$ cat config.mk
export PLATFORM = sky130hd
export DESIGN_NAME = iommu_wsi_gateway
export DESIGN_NICKNAME = d
export VERILOG_FILES = /design/src/rtl/rv_iommu.sv /design/src/rtl/iommu_wsi_gw_cell.sv /design/src/rtl/iommu_wsi_gateway.sv
export SDC_FILE = /design/constraint.sdc
export NUM_CORES = 1
export LEC_CHECK = 0
export CORE_UTILIZATION = 46
export CTS_CLUSTER_DIAMETER = 40
export DETAILED_ROUTE_END_ITERATION = 8
export GPL_ROUTABILITY_DRIVEN = 0
export PLACE_DENSITY = 0.75
export SYNTH_ARGS = -nofsm -noshare
export SYNTH_HDL_FRONTEND = slang
export SYNTH_SLANG_ARGS = --single-unit
$ cat constraint.sdc
create_clock -name clk_i -period 1.5 [get_ports clk_i]
set_input_delay 0.225 -clock clk_i [delete_from_list [all_inputs] [get_ports clk_i]]
set_output_delay 0.225 -clock clk_i [all_outputs]
set_load 0.005 [all_outputs]
$ cat src/rtl/rv_iommu.sv
// Shared IOMMU definitions used by the WSI gateway: wire-count ceiling and claim ID width helper.
package rv_iommu;

  localparam int MAX_WSI_WIRES = 63;

  // ID 0 is reserved for "no interrupt", so IDs span 0..n_wires.
  function automatic int wsi_gw_id_w(input int n_wires);
    return $clog2(n_wires + 1);
  endfunction

endpackage

$ cat src/rtl/iommu_wsi_gw_cell.sv
// Per-wire gateway cell: level capture into pending, claim moves pending to in_service.
module iommu_wsi_gw_cell (
  input  logic clk,
  input  logic rst,
  input  logic level,
  input  logic claim_hit,
  input  logic complete_hit,
  output logic pending,
  output logic in_service
);

  // claim_hit only fires on a pending bit and complete_hit only on an in-service bit,
  // so the two never land on the same cell in one cycle.
  always_ff @(posedge clk) begin
    if (rst) begin
      pending    <= 1'b0;
      in_service <= 1'b0;
    end else if (claim_hit) begin
      pending    <= 1'b0;
      in_service <= 1'b1;
    end else begin
      if (complete_hit) in_service <= 1'b0;
      if (level && !pending && !in_service) pending <= 1'b1;
    end
  end

endmodule

$ cat src/rtl/iommu_wsi_gateway.sv
// WSI wire-to-claim/complete gateway with fixed lowest-index priority.
// Build option: IOMMU_WSI_GW_SYNC_EN adds a 2-flop synchronizer ahead of the input register.
module iommu_wsi_gateway
  import rv_iommu::*;
#(
  parameter int N_WIRES = 16,
  parameter int ID_W    = wsi_gw_id_w(N_WIRES)
) (
  input  logic               clk_i,
  input  logic               rst_i,
  input  logic [N_WIRES-1:0] wsi_i,
  input  logic [N_WIRES-1:0] enable_i,
  output logic               irq_o,
  input  logic               claim_i,
  output logic               claim_valid_o,
  output logic [ID_W-1:0]    claim_id_o,
  input  logic               complete_i,
  input  logic [ID_W-1:0]    complete_id_i,
  output logic               complete_err_o
);

  logic [N_WIRES-1:0] wsi_q;
  logic [N_WIRES-1:0] pending;
  logic [N_WIRES-1:0] in_service;
  logic [N_WIRES-1:0] eligible;
  logic [N_WIRES-1:0] claim_hit;
  logic [N_WIRES-1:0] complete_hit;
  logic [ID_W-1:0]    sel_id;
  logic               complete_bad;

`ifdef IOMMU_WSI_GW_SYNC_EN
  logic [N_WIRES-1:0] wsi_meta;
  logic [N_WIRES-1:0] wsi_sync;

  always_ff @(posedge clk_i) begin
    if (rst_i) begin
      wsi_meta <= '0;
      wsi_sync <= '0;
      wsi_q    <= '0;
    end else begin
      wsi_meta <= wsi_i;
      wsi_sync <= wsi_meta;
      wsi_q    <= wsi_sync;
    end
  end
`else
  always_ff @(posedge clk_i) begin
    if (rst_i) wsi_q <= '0;
    else       wsi_q <= wsi_i;
  end
`endif

  assign eligible = pending & enable_i;

  // Downward scan so the lowest eligible index wins.
  always_comb begin
    sel_id    = '0;
    claim_hit = '0;
    for (int i = N_WIRES - 1; i >= 0; i--) begin
      if (eligible[i]) sel_id = ID_W'(i + 1);
    end
    for (int i = 0; i < N_WIRES; i++) begin
      claim_hit[i] = claim_i && (sel_id == ID_W'(i + 1));
    end
  end

  // Out-of-range IDs and ID 0 match no cell, which makes them errors for free.
  always_comb begin
    complete_hit = '0;
    for (int i = 0; i < N_WIRES; i++) begin
      complete_hit[i] = complete_i && (complete_id_i == ID_W'(i + 1)) && in_service[i];
    end
    complete_bad = complete_i && !(|complete_hit);
  end

  for (genvar g = 0; g < N_WIRES; g++) begin : g_cell
    iommu_wsi_gw_cell u_cell (
      .clk          (clk_i),
      .rst          (rst_i),
      .level        (wsi_q[g]),
      .claim_hit    (claim_hit[g]),
      .complete_hit (complete_hit[g]),
      .pending      (pending[g]),
      .in_service   (in_service[g])
    );
  end

  always_ff @(posedge clk_i) begin
    if (rst_i) begin
      irq_o          <= 1'b0;
      claim_valid_o  <= 1'b0;
      claim_id_o     <= '0;
      complete_err_o <= 1'b0;
    end else begin
      irq_o          <= |eligible;
      claim_valid_o  <= claim_i;
      complete_err_o <= complete_bad;
      if (claim_i) claim_id_o <= sel_id;
    end
  end

endmodule
==> results of run 1 <==
==> final cells by class <==
cell class,count,area [µm²]
timing repair buffer,114,1000
sequential,56,1140
inverter,12,45.0
tap,70,87.6
fill,396,1380
multi-input combinational,211,1490
clock buffer,8,90.1
==> stage by stage <==
stage	cell area, µm²	util
6_report	3850	0.736
5_1_grt	3850	0.736
4_1_cts	3740	0.715
3_5_place_dp	3530	0.673
3_3_place_gp	3530	0.673
2_1_floorplan	2570	-
==> cell usage after synthesis (5+ instances only) <==
master | number | area [µm²]
and2_2 | 5 | 37.5
clkbuf_1 | 8 | 30.0
a21oi_1 | 31 | 155
o21ai_0 | 25 | 125
nand2b_1 | 7 | 43.8
nand2_1 | 38 | 143
nor2_1 | 8 | 30.0
a22oi_1 | 5 | 37.5
nor2b_1 | 27 | 169
nand3_1 | 5 | 25.0
o22ai_1 | 5 | 31.3
a211oi_1 | 7 | 52.6
inv_1 | 12 | 45.0
dfxtp_1 | 56 | 1120
==> worst max-delay path, stage by stage (launching register included) <==
cell and delay, ns:
dfxtp_4 0.38, a22o_4 0.15, o211ai_1 0.14, o31a_1 0.35, a2111oi_4 0.27, clkbuf_16 0.24
nand2_4 0.05, a21oi_2 0.14
==> cell families after synthesis <==
group | synth area share
flops | 0.439
buf+inv | 0.0441
compound gates | 0.280
mux | 0.0132
simple gates | 0.223
==> worst min-delay path by stage <==
| stage | depth (start not counted) | slack, ns | to |
|---|---|---|---|
| global placement | 2 | 0.46 | claim_id_o[3]$_SDFFE_PP0P_ |
| floorplan | 1 | 0.35 | wsi_q[15]$_SDFF_PP0_ |
| CTS | 2 | 0.45 | wsi_q[2]$_SDFF_PP0_ |
| detailed placement | 2 | 0.47 | claim_id_o[3]$_SDFFE_PP0P_ |
| global route | 2 | 0.46 | wsi_q[0]$_SDFF_PP0_ |
| finish | 2 | 0.46 | wsi_q[2]$_SDFF_PP0_ |
==> layer usage <==
metal,GRT usage,wire [µm]
met1,0.319,3400
met2,0.440,3710
met3,0.0335,325
met4,0.0808,144
met5,0,0
==> report_power, final <==
group          switching [W]  internal (W)
Clock               0.000480      0.000378
Sequential         0.0000641       0.00158
Combinational       0.000473      0.000546
Total                0.00102       0.00251
==> registers in the layout, summed over array words and instances, names as in the netlist <==
register and cells:
wsi_q 16, irq_o 1, g_cell.u_cell.pending 16, claim_valid_o 1
g_cell.u_cell.in_service 16, complete_err_o 1, claim_id_o 5
==> timing repair <==
action                     4_1_cts  5_1_grt
setup buffers                    5        4
setup endpoints to repair       33       35
hold buffers                     0        0
resized for setup               34       19
pin swaps                       17       16
==> reports/qor.yml, run 1 <==
synthesis:
  seq_area_frac_synth: 0.439
  syn_inst: 291
  synth-seq-cells: 56
  synth_fp_nets: 332
  synth_edf_count: 0
  synth.cell_area_um2: 2550
  synth_ff_type: "dfxtp_1"
  synth_cell_types: 46
  synth_warnings: 0
  async_flop_share: 0
  postSynthAreaPerCell_um2: 8.78
power:
  p_leak_nw: 1.51
  peakVddDrop_mv: 0.671
  power_density_nw_per_um2: 914
  power_w: 0.00352
timing:
  timing.final.max_slew_violations: 0
  skew_ns: 0.00941
  min_period_ns: 1.80
  rsz0062_at_grt: "yes"
  relSlewSlack: 0.670
  tightest_slew_ns: 0.495
  setup-tns-final_ns: -6.67
  final-setup-viol-count: 33
  hold_viol: 0
  finalCritPeriodShare: 1.20
  hold_slack_ns: 0.455
  fmax_ghz: 0.555
  layout_setup_ws_ns: -0.303
placement:
  placed_cells: 454
  hpwl_um: 5420
  io_buffers: 48
  place_ws_ns: -0.652
global_route:
  antenna_found_initial: 0
  grt_max_degree: 25
  grt_pass1_vias: 2542
  grt_first_pass_wirelength_um: 11700
  grt_overflow: 0
  grt_usage: 0.252
setup_path:
  cp_max_fo: 8
  crit_arrival_ns: 2.04
  r2r-end: "g_cell[6].u_cell.in_service$_SDFFE_PP0P_"
  endpoint: "g_cell[6].u_cell.in_service$_SDFFE_PP0P_"
  required_ns: 1.74
  criticalPathCategory: "flop to flop"
  rrSetupSlack_ns: -0.30
  crit_path_start_kind: "flop"
  r2r_cells: 7
  startpoint: "g_cell[5].u_cell.pending$_SDFFE_PP0P_"
  end_kind: "flop"
  rr_startpoint: "g_cell[5].u_cell.pending$_SDFFE_PP0P_"
floorplanning:
  die_y_um: 76.5
  die_width_um: 76.5
  initial_utilization: 0.488
  core-area_um2: 5240
  core.rowCount: 26
  dieArea_um2: 5850
  ios: 49
clock_network:
  cts_htree_levels: 2
  cts-root-buf: "clkbuf_8"
  numCtsBuffers: 5
  path_clk_slew_ns: 0.10
  insertion_delay_ns: 0.31
  cts_buffer_depth: 2
  numClockSinks: 56
  cts_tree: "done"
layout:
  final_common_cell: "buf_4"
  layout_common_cells: "buf_4, dfxtp_1, clkdlybuf4s50_1, nand2_1, nor2b_1"
  antennaDiodeCount: 0
  final_nets: 441
  areaGrowthSynthToFinish_pct: 50.9
  drive_gt1_frac: 0.329
  instances_no_fill: 471
run_status:
  status: "complete, but fails checks"
  violations: "negative setup slack"
routing:
  drt-initial-drc-count: 172
  drc: 0
  avgViaCountPerCell: 5.55
  drt-wirelength-per-cell_um: 16.1
  drt-total-wl_um: 7580
  num_vias: 2612
  ant_nets: 0
  dr.pass1.iters: 5
hold_path:
  hp-class: "input port to flop"
  min-delay-start: "wsi_i[2]"
flow_run:
  max-cap-violations: 0
Note: power is estimated with default switching activity, not from simulation.
==> run 2, diff against run 1 <==
--- a/config.mk
+++ b/config.mk
@@ -5,6 +5,7 @@
 export SDC_FILE = /design/constraint.sdc
 export NUM_CORES = 1
 export LEC_CHECK = 0
+export CAP_MARGIN = 5
 export CORE_UTILIZATION = 46
 export CTS_CLUSTER_DIAMETER = 40
 export DETAILED_ROUTE_END_ITERATION = 8
==> results of run 2 <==
Same layout as run 1: the final DEF is identical, and so are final timing and power.
